===== src/rtl/piso_defs.sv =====
// Shared definitions for the PISO shifter: FSM state encoding and a helper that
// sizes the bit counter from the shift-register width.
package piso_defs;

    localparam int unsigned StateW = 2;

    typedef enum logic [StateW-1:0] {
        StIdle  = 2'd0,
        StShift = 2'd1,
        StDone  = 2'd2
    } state_e;

    // Counter holds WIDTH-1 down to 0; never narrower than one bit.
    function automatic int unsigned cnt_width(input int unsigned width);
        return (width < 2) ? 1 : $clog2(width);
    endfunction

endpackage


===== src/rtl/piso_shifter_if.sv =====
// Load/serial bus of the PISO shifter.
//   start, din, dir : load request, parallel word and shift order (master -> slave)
//   sout            : serial data bit (slave -> master)
//   busy, done      : word in flight / one-cycle end-of-word pulse (slave -> master)
//   q               : shift-register contents for observation (slave -> master)
interface piso_shifter_if #(
    parameter int unsigned WIDTH = 8
);
    logic             start;
    logic [WIDTH-1:0] din;
    logic             dir;
    logic             sout;
    logic             busy;
    logic             done;
    logic [WIDTH-1:0] q;

    modport master (
        output start, din, dir,
        input  sout, busy, done, q
    );

    modport slave (
        input  start, din, dir,
        output sout, busy, done, q
    );
endinterface


===== src/rtl/dff_ar.sv =====
// Parameterized-width D register with asynchronous active-high reset to zero.
//   clk : rising-edge clock
//   rst : asynchronous active-high reset, clears q_o
//   d_i : next value
//   q_o : registered value
module dff_ar #(
    parameter int unsigned Width = 1
) (
    input  logic             clk,
    input  logic             rst,
    input  logic [Width-1:0] d_i,
    output logic [Width-1:0] q_o
);
    always_ff @(posedge clk or posedge rst) begin
        if (rst) begin
            q_o <= '0;
        end else begin
            q_o <= d_i;
        end
    end
endmodule


===== src/rtl/piso_shifter.sv =====
// Parallel-in serial-out shifter. A word accepted on start is shifted out one bit
// per cycle, LSB or MSB first as selected by dir at load time, followed by a
// one-cycle done pulse. A start seen during that done cycle reloads immediately.
//   clk : rising-edge clock
//   rst : asynchronous active-high reset
//   bus : piso_shifter_if slave (start/din/dir in; sout/busy/done/q out)
module piso_shifter
    import piso_defs::*;
#(
    parameter int unsigned WIDTH = 8
) (
    input  logic           clk,
    input  logic           rst,
    piso_shifter_if.slave  bus
);
    localparam int unsigned CntW = cnt_width(WIDTH);

    state_e            state_q, state_d;
    logic [StateW-1:0] state_raw;
    logic [WIDTH-1:0]  q_q, q_d;
    logic [CntW-1:0]   cnt_q, cnt_d;
    logic              dir_q, dir_d;

    logic              sout;
    logic              busy;
    logic              done;

    // State register
    dff_ar #(.Width(StateW)) u_state_reg (
        .clk (clk),
        .rst (rst),
        .d_i (state_d),
        .q_o (state_raw)
    );
    assign state_q = state_e'(state_raw);

    dff_ar #(.Width(WIDTH)) u_shift_reg (
        .clk (clk),
        .rst (rst),
        .d_i (q_d),
        .q_o (q_q)
    );

    dff_ar #(.Width(CntW)) u_cnt_reg (
        .clk (clk),
        .rst (rst),
        .d_i (cnt_d),
        .q_o (cnt_q)
    );

    dff_ar #(.Width(1)) u_dir_reg (
        .clk (clk),
        .rst (rst),
        .d_i (dir_d),
        .q_o (dir_q)
    );

    // Next-state and shift logic
    always_comb begin
        state_d = state_q;
        q_d     = q_q;
        cnt_d   = cnt_q;
        dir_d   = dir_q;
        unique case (state_q)
            StIdle, StDone: begin
                if (bus.start) begin
                    q_d     = bus.din;
                    dir_d   = bus.dir;
                    cnt_d   = CntW'(WIDTH - 1);
                    state_d = StShift;
                end else if (state_q == StDone) begin
                    state_d = StIdle;
                end
            end
            StShift: begin
                // Inputs are deliberately ignored here; dir_q fixes the order.
                if (cnt_q != '0) begin
                    q_d   = dir_q ? {q_q[WIDTH-2:0], 1'b0} : {1'b0, q_q[WIDTH-1:1]};
                    cnt_d = cnt_q - 1'b1;
                end else begin
                    q_d     = '0;
                    state_d = StDone;
                end
            end
            default: begin
                state_d = StIdle;
            end
        endcase
    end

    // Outputs
    always_comb begin
        sout = 1'b0;
        busy = 1'b0;
        done = 1'b0;
        unique case (state_q)
            StShift: begin
                busy = 1'b1;
                sout = dir_q ? q_q[WIDTH-1] : q_q[0];
            end
            StDone: begin
                done = 1'b1;
            end
            default: begin
                sout = 1'b0;
            end
        endcase
    end

    assign bus.sout = sout;
    assign bus.busy = busy;
    assign bus.done = done;
    assign bus.q    = q_q;
endmodule


===== src/flat_wrapper.sv =====
// flat-port wrapper written by rule: the top's interface ports become plain ports
module piso_shifter_flat import piso_defs::*;
#(
    parameter int unsigned WIDTH = 8
)
  (clk, rst, bus_start, bus_din, bus_dir, bus_sout, bus_busy, bus_done, bus_q);
  piso_shifter_if #(.WIDTH(WIDTH)) bus_i ();
  input  logic clk;
  input  logic rst;
  input wire logic [$bits(bus_i.start)-1:0] bus_start;
  input wire logic [$bits(bus_i.din)-1:0] bus_din;
  input wire logic [$bits(bus_i.dir)-1:0] bus_dir;
  output wire logic [$bits(bus_i.sout)-1:0] bus_sout;
  output wire logic [$bits(bus_i.busy)-1:0] bus_busy;
  output wire logic [$bits(bus_i.done)-1:0] bus_done;
  output wire logic [$bits(bus_i.q)-1:0] bus_q;
  assign bus_i.start = bus_start;
  assign bus_i.din = bus_din;
  assign bus_i.dir = bus_dir;
  assign bus_sout = bus_i.sout;
  assign bus_busy = bus_i.busy;
  assign bus_done = bus_i.done;
  assign bus_q = bus_i.q;
  piso_shifter #(.WIDTH(WIDTH)) u_core (.clk(clk), .rst(rst), .bus(bus_i));
endmodule

===== config.mk =====
export PLATFORM = sky130hd
export DESIGN_NAME = piso_shifter_flat
export DESIGN_NICKNAME = d
export VERILOG_FILES = /design/src/rtl/piso_defs.sv /design/src/rtl/piso_shifter_if.sv /design/src/rtl/dff_ar.sv /design/src/rtl/piso_shifter.sv /design/src/flat_wrapper.sv
export SDC_FILE = /design/constraint.sdc
export NUM_CORES = 1
export LEC_CHECK = 0
export ABC_AREA = 1
export BUFFER_PORTS_ARGS = -buffer_cell sky130_fd_sc_hd__clkbuf_2
export CORE_UTILIZATION = 30
export DETAILED_ROUTE_END_ITERATION = 6
export GPL_TIMING_DRIVEN = 0
export PLACE_DENSITY = 0.52
export SYNTH_ARGS = -nofsm -noshare
export SYNTH_HDL_FRONTEND = slang
export SYNTH_SLANG_ARGS = --single-unit

===== constraint.sdc =====
create_clock -name clk -period 1.02 [get_ports clk]
set_input_delay 0.051 -clock clk [delete_from_list [all_inputs] [get_ports clk]]
set_output_delay 0.051 -clock clk [all_outputs]
set_load 0.05 [all_outputs]

* Word-level counts from Yosys, hierarchy flattened
Cells that the tools add are included.
** Word-level totals
- Output and inout port bits :: 11
- Bits of input ports :: 12
- Bits in registers :: 14
** Operators by class
- Reduce and logical (&&, ||, !) cells :: 8
- Add/sub/neg operators :: 1
- Muxes and demuxes :: 15
- Eq/ne operators :: 6
** Operators by type and width (count)
- two-way mux 8 bit :: 3
- case mux 8 bit (2 select lines) :: 1
- two-way mux 2 bit :: 3
- two-way mux 3 bit :: 2
- case mux 3 bit (2 select lines) :: 1
- AND reduction 2 bit :: 3
- two-way mux 1 bit :: 4
- != test 2 bit (second input constant) :: 2
- case mux 2 bit (2 select lines) :: 1
- != test 3 x 2 -> 1 bit (second input constant) :: 1
- AND reduction 3 bit :: 1
- nonzero test 3 bit :: 1
- subtractor 3 x 1 -> 3 bit (second input constant) :: 1
- == test 2 x 1 -> 1 bit (second input constant) :: 1
- == test 2 bit (second input constant) :: 1
- zero test 2 bit :: 1
- != test 2 x 1 -> 1 bit (second input constant) :: 1
- nonzero test 2 bit :: 1
- OR reduction 2 bit :: 1

* Depth between registers and ports, before layout
- Depth after elaboration :: 4
- Mapped depth :: 7

* Modules after synthesis
A second synthesis with hierarchy kept.
** Unflattened totals
- Cells, all modules :: 137
- Area, all modules :: 959.7 µm²
** By module, submodules not included
- piso_shifter :: instances 1, cells each 119, area each 594.3 µm²
- dff_ar at u_core.u_shift_reg :: instances 1, cells each 9, area each 203.9 µm²
- dff_ar at u_core.u_cnt_reg :: instances 1, cells each 4, area each 78.8 µm²
- dff_ar at u_core.u_state_reg :: instances 1, cells each 3, area each 53.8 µm²
- dff_ar at u_core.u_dir_reg :: instances 1, cells each 2, area each 28.8 µm²

* Worst setup path after synthesis
No wires, ideal clock.
- Path kind :: register to output
- Start point :: register u_core.u_shift_reg.q_o[7]
- End point :: output port bus_sout
- Arrival time :: 1.535 ns
- Path slack :: -0.566 ns
- Stages on the path, launching flop included :: 3
- Data required time :: 0.969 ns
- Cells stage by stage :: dfrtp_1 -> nand2_1 -> a21oi_1
** Between the ends
- Cells in the longest elaborated chain, start to end :: 2
** Ends and longest elaborated chain
- start: declaration :: RTL line dff_ar.sv:12 : output logic [Width-1:0] q_o
- start signal: assignment :: RTL line dff_ar.sv:18 : q_o <= d_i;
- two-way mux 1 bit :: RTL line piso_shifter.sv:99 : sout = dir_q ? q_q[WIDTH-1] : q_q[0];
- two-way mux 1 bit :: RTL line piso_shifter.sv:96 : unique case (state_q)
- end: declaration :: RTL line flat_wrapper.sv:13 : output wire logic [$bits(bus_i.sout)-1:0] bus_sout;
Every way passes these cells.

* Worst setup path in the final report
- Start point :: register u_core.u_cnt_reg.q_o[0]
- End point :: register u_core.u_shift_reg.q_o[0]
** Between the ends
- Cells in the longest elaborated chain, start to end :: 3
** Ends and longest elaborated chain
- start: declaration :: RTL line dff_ar.sv:12
- start signal: assignment :: RTL line dff_ar.sv:18
- nonzero test 3 bit :: RTL line piso_shifter.sv:77 : if (cnt_q != '0) begin
- two-way mux 8 bit :: RTL line piso_shifter.sv:77
- case mux 8 bit (2 select lines) :: RTL line piso_shifter.sv:64 : unique case (state_q)
Every way passes these cells.
A chain may end at the register's enable or synchronous reset.

==> flow_metrics.env <==
export IMPL_overflow=0
export IMPL_gp_congestion=0.724
export IMPL_fmaxAchievable_ghz=0.795
export IMPL_cts_tree="done"
export IMPL_crit_type="reg -> reg"
export IMPL_die_area_um2=2850
export IMPL_synth_edf_count=0
export IMPL_route_met2_wl_mm=1.15
export IMPL_antenna_found_initial=0
export IMPL_postSynth_asyncResetShare=1.00
export IMPL_fill_cells=258
export IMPL_worst_pin_slew_ns=0.559
export IMPL_synth_commonest_cells="nand2_1, dfrtp_1, nor2_1"
export IMPL_cp_data_arrival_time_ns=1.47
export IMPL_fp_dieH_um=53.3
export IMPL_multi_input_area_um2=518
export IMPL_ant_nets=0
export IMPL_synth_top_cell_area_share=0.443
export IMPL_synth_top_family_by_area="simple AND/OR/NAND/NOR gates"
export IMPL_skew_ns=0.00533
export IMPL_violations="setup timing"
export IMPL_wl_met1_mm=1.04
export IMPL_ys_flop_type="dfrtp_1"
export IMPL_path_max_fanout=5
export IMPL_hold_viol=0
export IMPL_period_needed_ns=1.26
export IMPL_seqCellArea_um2=359
export IMPL_slew_violations=0
export IMPL_start_util=0.319
export IMPL_fin_nets=163
export IMPL_worst_skew_pair_late_latency_ns=0.29
export IMPL_cts_path_max_buffers=2
export IMPL_ys_warn_count=0
export IMPL_relSlewSlack=0.627
export IMPL_final_setup_viol_count=15
export IMPL_cts_sinks=14
export IMPL_htreeDepth=1
export IMPL_critPathMostFrequentCell="nor2_4"
export IMPL_syn2layout_area_growth_pct=64.7
export IMPL_final_util=0.526
export IMPL_grt_pass1_vias=803
export IMPL_drtIter0Drc=11
export IMPL_ys_ff_latch=14
export IMPL_grt_total_usage=0.182
export IMPL_synthSimpleGateAreaFrac=0.312
export IMPL_cap_violations=0
export IMPL_yosys_top_cells_area="dfrtp_1, nand2_1, a21oi_1"
export IMPL_synth_cell_types=14
export IMPL_synth_compound_area_frac=0.127
export IMPL_yosysTopAreaCell="dfrtp_1"
export IMPL_wl_per_cell_um=12.9
export IMPL_slowest_delay_ns=0.40
export IMPL_layout_drive_gt1_share=0.561
export IMPL_clockRootBuffer="clkbuf_4"
export IMPL_io_pins=23
export IMPL_dr_pass1_iters=4
export IMPL_synth_area_um2=791
export IMPL_cp_required_ns=1.24
export IMPL_vias=837
export IMPL_dp_slack_ns=-0.202
export IMPL_synthesis_nets=123
export IMPL_io_buffers=22
export IMPL_synth_xor_area_share=0
export IMPL_dp_hpwl_mm=1.35
export IMPL_diodes=0
export IMPL_crit_slowest_cell="dfrtp_1"
export IMPL_grt_max_degree=15
export IMPL_synth_area_per_cell_um2=7.25
export IMPL_path_cells="inv_2, ha_4, inv_4, nor2_4, nor2_4, nand2_1, a21oi_1"
export IMPL_synth_area_mux_share=0
export IMPL_holdWs_ns=0.0227
export IMPL_drt_total_wl_mm=2.29
export IMPL_synthAdderAreaFrac=0.0316
export IMPL_drc=0
export IMPL_layout_setup_ws_ns=-0.237
export IMPL_syn_inst=109
export IMPL_status="complete, but fails checks"
export IMPL_rsz0062_at_grt="yes"
export IMPL_timing_final_crit_share=1.23
export IMPL_start_kind="flop"
export IMPL_die_x_um=53.3
export IMPL_top_layer="met4"
export IMPL_grt_pass1_wl_mm=3.58
export IMPL_cp_end_kind="flop"
export IMPL_via_per_inst=4.70
export IMPL_seq_area_frac_synth=0.443
export IMPL_core_um2=2480
export IMPL_wl_met3_um=72
export IMPL_path_clk_slew_ns=0.10
export IMPL_fp_row_count=18
export IMPL_yosysMostFrequentCell="nand2_1"
export IMPL_numCtsBuffers=3
export IMPL_hold_class="in -> reg"
layout by cell type (no fill, tap or decap), types with 2 or more instances in the layout:
cell      Yosys  routed
nand2_1      39      29
buf_4         0      12
clkbuf_2      0      11
nor2_1       13      10
nand2_2       3       8
o21ai_1       9       8
clkbuf_4      0       7
dfrtp_1      14       7
dfrtp_2       0       7
nand2_4       0       5
nor2_4        2       5
buf_6         2       5
a21oi_2       0       5
inv_1         8       5
inv_2         3       4
a21oi_1      10       4
buf_8         0       3
o21ai_2       0       2
ha_4          0       2
clkbuf_8      0       2
area by class of cell:
cell class              instances  share of cell area
plain buffers                   3              0.0288
clock buffers                   4              0.0279
inverters                      11              0.0394
multi-input cells              82               0.398
flip-flops and latches         14               0.276
well taps                      30              0.0288
repair buffers                 34               0.202
kinds of logic (layout without fill, tap and decap cells):
family,Yosys count,after routing
adders and majority gates,2,2
buffers and inverters,14,52
DFF,14,14
and+or+nand+nor,59,60
AOI/OAI and AO/OA,20,20
timing repair:
action | CTS | global route
hold buffers | 1 | 0
gates cloned | 1 | 0
endpoints found under the hold margin | 14 | 0
setup endpoints to repair | 18 | 23
setup buffers | 10 | 2
pin swaps | 7 | 8
resized for setup | 29 | 33
through the flow:
stage / area (um^2) / TNS (ns) / std cells
floorplan: 828 / -0.545 / 109
global placement: 976 / -1.36 / 161
detailed placement: 976 / -1.65 / 161
CTS: 1200 / -1.62 / 176
global route: 1300 / -3.39 / 178
finish: 1300 / -2.54 / 178
worst max-delay path: cells and delay by family, from the launching register on:
family,cells,cell delay [ns]
and+or+nand+nor,3,0.34
AOI/OAI and AO/OA,1,0.13
buffers and inverters,2,0.14
adders and majority gates,1,0.18
DFF,1,0.40
path summary, 6_finish.rpt:
kind / from / to / slack (ns) / depth (start not counted)
worst max register to register: u_core.u_cnt_reg.q_o[0] / u_core.u_shift_reg.q_o[0] / -0.24 / 7
min in group asynchronous: rst / u_core.u_dir_reg.q_o / 0.33 / 3
max in group asynchronous: rst / u_core.u_shift_reg.q_o[2] / 0.29 / 3
worst min register to register: u_core.u_cnt_reg.q_o[1] / u_core.u_cnt_reg.q_o[1] / 0.58 / 2
worst min-delay path: bus_dir / u_core.u_dir_reg.q_o / 0.02 / 3
worst max-delay path: u_core.u_cnt_reg.q_o[0] / u_core.u_shift_reg.q_o[0] / -0.24 / 7
metal layers:
layer,vias to the layer above,track usage
met5,-,0
met4,0,0.0658
met3,4,0.0345
met2,16,0.317
met1,394,0.217
li1,423,-
registers in the layout, summed over array words and instances (netlist names):
name / count
u_core.u_state_reg.q_o: 2
u_core.u_shift_reg.q_o: 8
u_core.u_cnt_reg.q_o: 3
u_core.u_dir_reg.q_o: 1
Power is not shown: default switching activity piles up to over one toggle a cycle in this logic, so the estimate is an artifact.
